**src/rtl/registro_universal_if.sv**
```systemverilog
// Bundle of the data and control signals of registro_universal.
// The block has no ready/valid pair. START is a request that the register
// takes only when it is idle and ENB is high, and only for shift modes.
// BUSY is high while the burst shifts, and DONE pulses once when it
// finishes. The driver watches BUSY/DONE and does not wait on a ready.
interface registro_universal_if #(
    parameter int WIDTH = 32,
    parameter int STEP  = 1,
    parameter int CNT_W = 6
);
    logic             enb;
    logic [2:0]       modo;
    logic             dir;
    logic [STEP-1:0]  s_in;
    logic [WIDTH-1:0] d;
    logic             start;
    logic [CNT_W-1:0] count;
    logic [WIDTH-1:0] q;
    logic [STEP-1:0]  s_out;
    logic             busy;
    logic             done;
    logic [1:0]       state_dbg;

    modport master (
        output enb, modo, dir, s_in, d, start, count,
        input  q, s_out, busy, done, state_dbg
    );

    modport slave (
        input  enb, modo, dir, s_in, d, start, count,
        output q, s_out, busy, done, state_dbg
    );
endinterface

```
**src/rtl/registro_universal.sv**
```systemverilog
// Universal shift register with hold/load/push/cycle/arith modes.
// Runs in continuous mode (the op is applied every enabled cycle) or in a
// counted burst mode driven by a small IDLE/RUN/FIN controller.
module registro_universal #(
    parameter int WIDTH = 32,
    parameter int STEP  = 1,
    parameter int CNT_W = 6
) (
    input logic               clk_i,
    input logic               rst_i,
    registro_universal_if.slave bus
);

    localparam logic [2:0] MODE_HOLD  = 3'b000;
    localparam logic [2:0] MODE_LOAD  = 3'b001;
    localparam logic [2:0] MODE_PUSH  = 3'b010;
    localparam logic [2:0] MODE_CYCLE = 3'b011;
    localparam logic [2:0] MODE_ARITH = 3'b100;

    typedef enum logic [1:0] {
        ST_IDLE = 2'd0,
        ST_RUN  = 2'd1,
        ST_FIN  = 2'd2
    } state_t;

    state_t           state_q, state_d;
    logic [WIDTH-1:0] q_q, q_d;
    logic [CNT_W-1:0] cnt_q, cnt_d;
    logic [2:0]       mode_q, mode_d;
    logic             dir_q, dir_d;
    logic             busy_q, busy_d;
    logic             done_q, done_d;
    logic             eff_dir;

    // One shift step. LOAD is handled by the caller, so it maps to "keep" here.
    function automatic logic [WIDTH-1:0] shift_op(
        input logic [2:0]       op,
        input logic             dr,
        input logic [WIDTH-1:0] v,
        input logic [STEP-1:0]  sin
    );
        logic [WIDTH-1:0] r;
        r = v;
        case (op)
            MODE_PUSH:  r = dr ? {sin, v[WIDTH-1:STEP]}
                               : {v[WIDTH-1-STEP:0], sin};
            MODE_CYCLE: r = dr ? {v[STEP-1:0], v[WIDTH-1:STEP]}
                               : {v[WIDTH-1-STEP:0], v[WIDTH-1 -: STEP]};
            MODE_ARITH: r = dr ? {{STEP{v[WIDTH-1]}}, v[WIDTH-1:STEP]}
                               : {v[WIDTH-1-STEP:0], {STEP{1'b0}}};
            default:    r = v;
        endcase
        return r;
    endfunction

    // Next-state, next-data and status decode for the burst controller.
    always_comb begin
        state_d = state_q;
        q_d     = q_q;
        cnt_d   = cnt_q;
        mode_d  = mode_q;
        dir_d   = dir_q;
        case (state_q)
            ST_IDLE: begin
                if (bus.enb) begin
                    if (bus.start && (bus.modo inside {MODE_PUSH, MODE_CYCLE, MODE_ARITH})) begin
                        // Accept the burst: latch mode and direction, leave Q untouched.
                        mode_d  = bus.modo;
                        dir_d   = bus.dir;
                        cnt_d   = bus.count;
                        state_d = (bus.count != '0) ? ST_RUN : ST_FIN;
                    end else if (bus.modo == MODE_LOAD) begin
                        q_d = bus.d;
                    end else begin
                        q_d = shift_op(bus.modo, bus.dir, q_q, bus.s_in);
                    end
                end
            end
            ST_RUN: begin
                if (bus.enb) begin
                    q_d   = shift_op(mode_q, dir_q, q_q, bus.s_in);
                    cnt_d = cnt_q - 1'b1;
                    if (cnt_q == CNT_W'(1)) begin
                        state_d = ST_FIN;
                    end
                end
            end
            ST_FIN: begin
                state_d = ST_IDLE;
            end
            default: begin
                state_d = ST_IDLE;
            end
        endcase
        busy_d = (state_d == ST_RUN);
        done_d = (state_d == ST_FIN);
    end

    // State and data registers with synchronous reset.
    always_ff @(posedge clk_i) begin
        if (rst_i) begin
            state_q <= ST_IDLE;
            q_q     <= '0;
            cnt_q   <= '0;
            mode_q  <= MODE_HOLD;
            dir_q   <= 1'b0;
            busy_q  <= 1'b0;
            done_q  <= 1'b0;
        end else begin
            state_q <= state_d;
            q_q     <= q_d;
            cnt_q   <= cnt_d;
            mode_q  <= mode_d;
            dir_q   <= dir_d;
            busy_q  <= busy_d;
            done_q  <= done_d;
        end
    end

    // Serial output follows the latched direction during a burst, the live one otherwise.
    always_comb begin
        eff_dir   = (state_q == ST_IDLE) ? bus.dir : dir_q;
        bus.s_out = eff_dir ? q_q[STEP-1:0] : q_q[WIDTH-1 -: STEP];
    end

    assign bus.q         = q_q;
    assign bus.busy      = busy_q;
    assign bus.done      = done_q;
    assign bus.state_dbg = state_q;

endmodule
```
**src/flat_wrapper.sv**
```systemverilog
// flat-port wrapper written by rule: the top's interface ports become plain ports
module registro_universal_flat 
#(
    parameter int WIDTH = 32,
    parameter int STEP  = 1,
    parameter int CNT_W = 6
)
  (clk_i, rst_i, bus_enb, bus_modo, bus_dir, bus_s_in, bus_d, bus_start, bus_count, bus_q, bus_s_out, bus_busy, bus_done, bus_state_dbg);
  registro_universal_if #(.WIDTH(WIDTH), .STEP(STEP), .CNT_W(CNT_W)) bus_i ();
  input logic clk_i;
  input logic rst_i;
  input wire logic [$bits(bus_i.enb)-1:0] bus_enb;
  input wire logic [$bits(bus_i.modo)-1:0] bus_modo;
  input wire logic [$bits(bus_i.dir)-1:0] bus_dir;
  input wire logic [$bits(bus_i.s_in)-1:0] bus_s_in;
  input wire logic [$bits(bus_i.d)-1:0] bus_d;
  input wire logic [$bits(bus_i.start)-1:0] bus_start;
  input wire logic [$bits(bus_i.count)-1:0] bus_count;
  output wire logic [$bits(bus_i.q)-1:0] bus_q;
  output wire logic [$bits(bus_i.s_out)-1:0] bus_s_out;
  output wire logic [$bits(bus_i.busy)-1:0] bus_busy;
  output wire logic [$bits(bus_i.done)-1:0] bus_done;
  output wire logic [$bits(bus_i.state_dbg)-1:0] bus_state_dbg;
  assign bus_i.enb = bus_enb;
  assign bus_i.modo = bus_modo;
  assign bus_i.dir = bus_dir;
  assign bus_i.s_in = bus_s_in;
  assign bus_i.d = bus_d;
  assign bus_i.start = bus_start;
  assign bus_i.count = bus_count;
  assign bus_q = bus_i.q;
  assign bus_s_out = bus_i.s_out;
  assign bus_busy = bus_i.busy;
  assign bus_done = bus_i.done;
  assign bus_state_dbg = bus_i.state_dbg;
  registro_universal #(.WIDTH(WIDTH), .STEP(STEP), .CNT_W(CNT_W)) u_core (.clk_i(clk_i), .rst_i(rst_i), .bus(bus_i));
endmodule
```
**config.mk**
```make
export PLATFORM = sky130hd
export DESIGN_NAME = registro_universal_flat
export DESIGN_NICKNAME = d
export VERILOG_FILES = /design/src/rtl/registro_universal_if.sv /design/src/rtl/registro_universal.sv /design/src/flat_wrapper.sv
export SDC_FILE = /design/constraint.sdc
export NUM_CORES = 1
export LEC_CHECK = 0
export ABC_CLOCK_PERIOD_IN_PS = 2000
export CORE_ASPECT_RATIO = 0.8
export CORE_UTILIZATION = 45
export DETAILED_ROUTE_END_ITERATION = 6
export HOLD_SLACK_MARGIN = 0.08
export PLACE_DENSITY = 0.76
export SYNTH_ARGS = -nofsm -noshare
export SYNTH_HDL_FRONTEND = slang
export SYNTH_SLANG_ARGS = --single-unit
```
**constraint.sdc**
```tcl
create_clock -name clk_i -period 2 [get_ports clk_i]
set_clock_uncertainty 0.2 [all_clocks]
set_input_delay 0.5 -clock clk_i [delete_from_list [all_inputs] [get_ports clk_i]]
set_output_delay 0.5 -clock clk_i [all_outputs]
set_load 0.005 [all_outputs]
```
Yosys cells after proc, flatten, opt, wreduce, memory -nomap -nowiden
Cells that the tools add are included.
- equality and inequality tests: 19
- add/subtract/negate cells: 1
- reductions and logical operators: 9
- muxes and demuxes: 25
- operators with widths (operator ; count):
    32-bit two-way mux ; 10
    32-bit case mux with 3 select lines ; 2
    32-bit case mux with 2 select lines ; 1
    6-bit two-way mux ; 3
    3-bit by 2-bit equality test with 1-bit output (second input constant) ; 4
    6-bit case mux with 2 select lines ; 1
    2-bit two-way mux ; 5
    4-bit != test (second input constant) ; 2
    8-bit AND reduction ; 1
    3-bit equality test (second input constant) ; 2
    6-bit by 1-bit equality test with 1-bit output (second input constant) ; 1
    2-bit != test (second input constant) ; 3
    6-bit AND reduction ; 1
    6-bit nonzero test ; 1
    6-bit by 1-bit subtractor with 6-bit output (second input constant) ; 1
    5-bit by 1-bit != test with 1-bit output (second input constant) ; 1
    2-bit by 1-bit equality test with 1-bit output (second input constant) ; 2
    2-bit case mux with 2 select lines ; 1
    4-bit AND reduction ; 1
    3-bit by 1-bit equality test with 1-bit output (second input constant) ; 1
    3-bit != test (second input constant) ; 1
    3-bit AND reduction ; 1
    3-bit nonzero test ; 1
    2-bit equality test (second input constant) ; 1
    other kinds (5) ; 6
- flip-flop bits (word level): 46
- logic and storage cells: 62
- output and inout bits: 37
- input port bits: 47

Depth between registers and ports, before layout
- depth after elaboration: 7
- depth in mapped cells: 8
- mapped depth without buffers: 7

Worst setup path after synthesis
No wires, ideal clock.
- path type: input to output
- start point: input bus_dir
- end point: output bus_s_out
- slack: -0.171 ns
- path buffers: 2
- cell stages on the path: 4
- arrival: 1.471 ns
- required time: 1.300 ns
- cell sequence: buf_2 buf_1 mux2i_1 mux2_2
- word-level cells in the longest chain between the ends: 2
- ends and longest elaborated chain (what ; RTL line ; RTL):
    start: declaration ; flat_wrapper.sv:14 ; input wire logic [$bits(bus_i.dir)-1:0] bus_dir;
    1-bit two-way mux ; registro_universal.sv:122 ; eff_dir = (state_q == ST_IDLE) ? bus.dir : dir_q;
    1-bit two-way mux ; registro_universal.sv:123 ; bus.s_out = eff_dir ? q_q[STEP-1:0] : q_q[WIDTH-1 -: STEP];
    end: declaration ; flat_wrapper.sv:20 ; output wire logic [$bits(bus_i.s_out)-1:0] bus_s_out;
No other way between the ends.

Worst setup path after layout
- start point: register u_core.state_q[1] (netlist: u_core.bus.state_dbg[1])
- end point: output bus_s_out
- word-level cells in the longest chain between the ends: 3
- ends and longest elaborated chain (what ; RTL line ; RTL):
    start: declaration ; registro_universal.sv:26 ; state_t state_q, state_d;
    start signal: assignment ; registro_universal.sv:110 ; state_q <= state_d;
    2-bit logical NOT ; registro_universal.sv:122 ;
    1-bit two-way mux ; registro_universal.sv:122 ;
    1-bit two-way mux ; registro_universal.sv:123 ;
No other way between the ends.

==> impl_metrics.toml <==
[sta]
finalCritPeriodShare = 1.07
setup_ws_ns = -0.138
period_minus_slack_ns = 2.14
fmax_ghz = 0.468
hold_violations = 0
tightest_slew_ns = 0.589
setup_viol = 3
rsz0062_at_grt = "yes"
slew_headroom = 0.607
slew_violations = 0

[clock_network]
cts.sinks = 46
numCtsBuffers = 5
clk_latency_ns = 0.31
htree_levels = 2
cts_tree = "done"
root_buffer = "clkbuf_8"
clockBufferDepth = 2
path_clk_slew_ns = 0.09

[synth]
synth.distinct_cells = 42
syn_area_sq_um = 3280
yosys_warnings = 0
synth_edf_count = 0
yosysSeqAreaShare = 0.280
postSynth.asyncResetShare = 0
syn_inst = 445
ys_ff_latch = 46
syn_nets = 494
synth_flop_cell = "dfxtp_1"
postSynthAreaPerCell_sq_um = 7.38

[final_layout]
area_growth_pct = 47.9
layout-drive-gt1-share = 0.234
diodes = 0
final_nets = 600
final_util = 0.698

[place]
io_buffers = 83
hpwl_um = 6650
place.gp.congestion = 0.843

[run_status]
failed_checks = "setup timing"
status = "complete, but fails checks"

[power_and_ir_drop]
max-vdd-ir-drop_v = 0.000261
p_leak_nw = 1.81
totalPowerFinal_mw = 2.53
power_density_nw_per_um2 = 520

[setup_path]
crit_arrival_ns = 1.44
endpoint_kind = "output pin"
cp.required_ns = 1.30
startpoint_type = "flop"
rr_worst_depth = 9
r2r_end = "u_core.bus.q[0]"
ff2ff_setup_slack_ns = 0.03
critical_path_class = "reg2out"
cp_max_fo = 2
r2r-start = "u_core.bus.state_dbg[1]"

[worst_hold_path]
min-delay-start = "u_core.cnt_q[1]"
hold_depth = 2
min_to = "u_core.cnt_q[1]"
worstHoldPathType = "reg2reg"

[drt]
wl_per_cell_um = 16.2
first_pass_iters = 5
vias = 3684
vias_per_cell = 5.77
drtIter0Drc = 335
drc = 0
ant_nets = 0
routed_wl_um = 10400

[floorplan]
start_util = 0.472
rows = 27
die_w_um = 97.5
ioPinCount = 84
die_area_sq_um = 7650
core_region_area_sq_um = 6960
die_y_um = 78.4

[global_route]
grt_pass1_vias = 3395
antenna_found_initial = 0
gr-total-overflow = 0
grt_pass1_wl_um = 16000
grt_max_degree = 38
grt_use_total = 0.251

[run]
max-cap-violations = 0
==> cell usage in the layout (no fill, tap or decap), types with 2 or more instances in the layout <==
cell / instances
a211oi_1: 25
a211oi_2: 11
a21oi_1: 69
a31oi_1: 3
buf_12: 5
buf_2: 5
buf_4: 41
buf_6: 7
clkbuf_16: 3
clkbuf_8: 5
clkdlybuf4s50_1: 73
dfxtp_1: 15
dfxtp_2: 31
dlygate4sd2_1: 2
dlymetal6s2s_1: 2
ha_1: 2
inv_1: 5
mux2i_1: 64
nand2_1: 18
nand2b_1: 10
nand2b_2: 2
nor2_1: 101
nor2_4: 2
nor3_1: 4
o21ai_0: 10
o21ai_1: 2
o31ai_1: 2
or3_1: 2
or3b_4: 2
==> worst max-delay path, stage by stage (launching register included) <==
cell	delay, ns
dfxtp_2	0.35
nor2_4	0.11
mux2i_1	0.20
mux2_2	0.35
buf_2	0.13
==> logic make-up after synthesis <==
logic type	synth area share
AO/OA/AOI/OAI	0.250
flip-flops	0.280
AND/OR/NAND/NOR	0.202
multiplexers	0.198
adder cells (fa/ha/maj)	0.00762
buffers and inverters	0.0617
==> layout make-up <==
cell class,instances,area [sq um]
clock buffer,6,72.6
clock inverter,2,13.8
fill,563,2100
inverter,5,18.8
multi-input combinational,354,2300
sequential,46,960
tap,87,109
timing repair buffer,139,1390
==> how the worst max path moves through the flow <==
stage,start,to,slack (ns),cells after the start
2_1_floorplan,bus_modo[0],u_core.dir_q,-0.08,6
3_3_place_gp,bus_modo[1],u_core.bus.q[21],-0.60,6
3_5_place_dp,bus_modo[1],u_core.bus.q[10],-0.66,6
4_1_cts,u_core.bus.state_dbg[1],bus_s_out,-0.14,4
5_1_grt,u_core.bus.state_dbg[1],bus_s_out,-0.21,4
6_report,u_core.bus.state_dbg[1],bus_s_out,-0.14,4
==> sequential cells by signal (all words and copies together) (netlist names) <==
signal                cells
u_core.bus.done           1
u_core.dir_q              1
u_core.mode_q             3
u_core.bus.state_dbg      2
u_core.bus.busy           1
u_core.bus.q             32
u_core.cnt_q              6
==> per-layer routing <==
| layer | global-route usage | vias to the layer above | part of all wire |
|---|---|---|---|
| met5 | 0 | - | 0 |
| met1 | 0.326 | 1730 | 0.44 |
| met2 | 0.438 | 140 | 0.48 |
| met4 | 0.0632 | 0 | 0.016 |
| li1 | - | 1793 | - |
| met3 | 0.0374 | 21 | 0.065 |
==> what timing repair did <==
action,CTS,global route
pin swaps,5,21
hold buffers,0,0
gates resized for setup,41,50
buffers inserted,6,1
cloned,1,3
setup endpoints to repair,53,57
==> synthesized netlist by cell type (2+ instances only) <==
| cell type | n | area, sq um |
|---|---|---|
| nand2b_1 | 11 | 68.8 |
| o21ai_0 | 12 | 60.1 |
| inv_1 | 5 | 18.8 |
| a211oi_1 | 37 | 278 |
| nor2_1 | 104 | 390 |
| a21oi_1 | 69 | 345 |
| dfxtp_1 | 46 | 921 |
| nand2_1 | 18 | 67.6 |
| nor3_1 | 5 | 25.0 |
| buf_2 | 14 | 70.1 |
| buf_1 | 2 | 7.51 |
| or3_1 | 2 | 12.5 |
| a31oi_1 | 3 | 18.8 |
| clkbuf_1 | 19 | 71.3 |
| buf_4 | 4 | 30.0 |
| mux2i_1 | 64 | 641 |
| ha_1 | 2 | 25.0 |
| o31ai_1 | 2 | 15.0 |
| or3b_1 | 3 | 26.3 |
==> report_power, final <==
part | switching (mW) | internal [mW] | total [mW]
sequential | 0.0908 | 0.990 | 1.08
clock | 0.336 | 0.247 | 0.584
combinational | 0.386 | 0.478 | 0.864
total | 0.813 | 1.71 | 2.53
==> metrics by stage <==
step	hold WS [ns]	instances	TNS, ns	setup slack (ns)	cell area [sq um]
global placement	0.258	620	-25.59	-0.597	4400
finish	0.281	639	-0.201	-0.138	4860
floorplan	0.240	445	-0.831	-0.0757	3330
detailed placement	0.267	620	-26.99	-0.662	4400
CTS	0.280	635	-0.140	-0.140	4640
global route	0.290	639	-0.328	-0.214	4860
(Power assumes the default switching activity.)
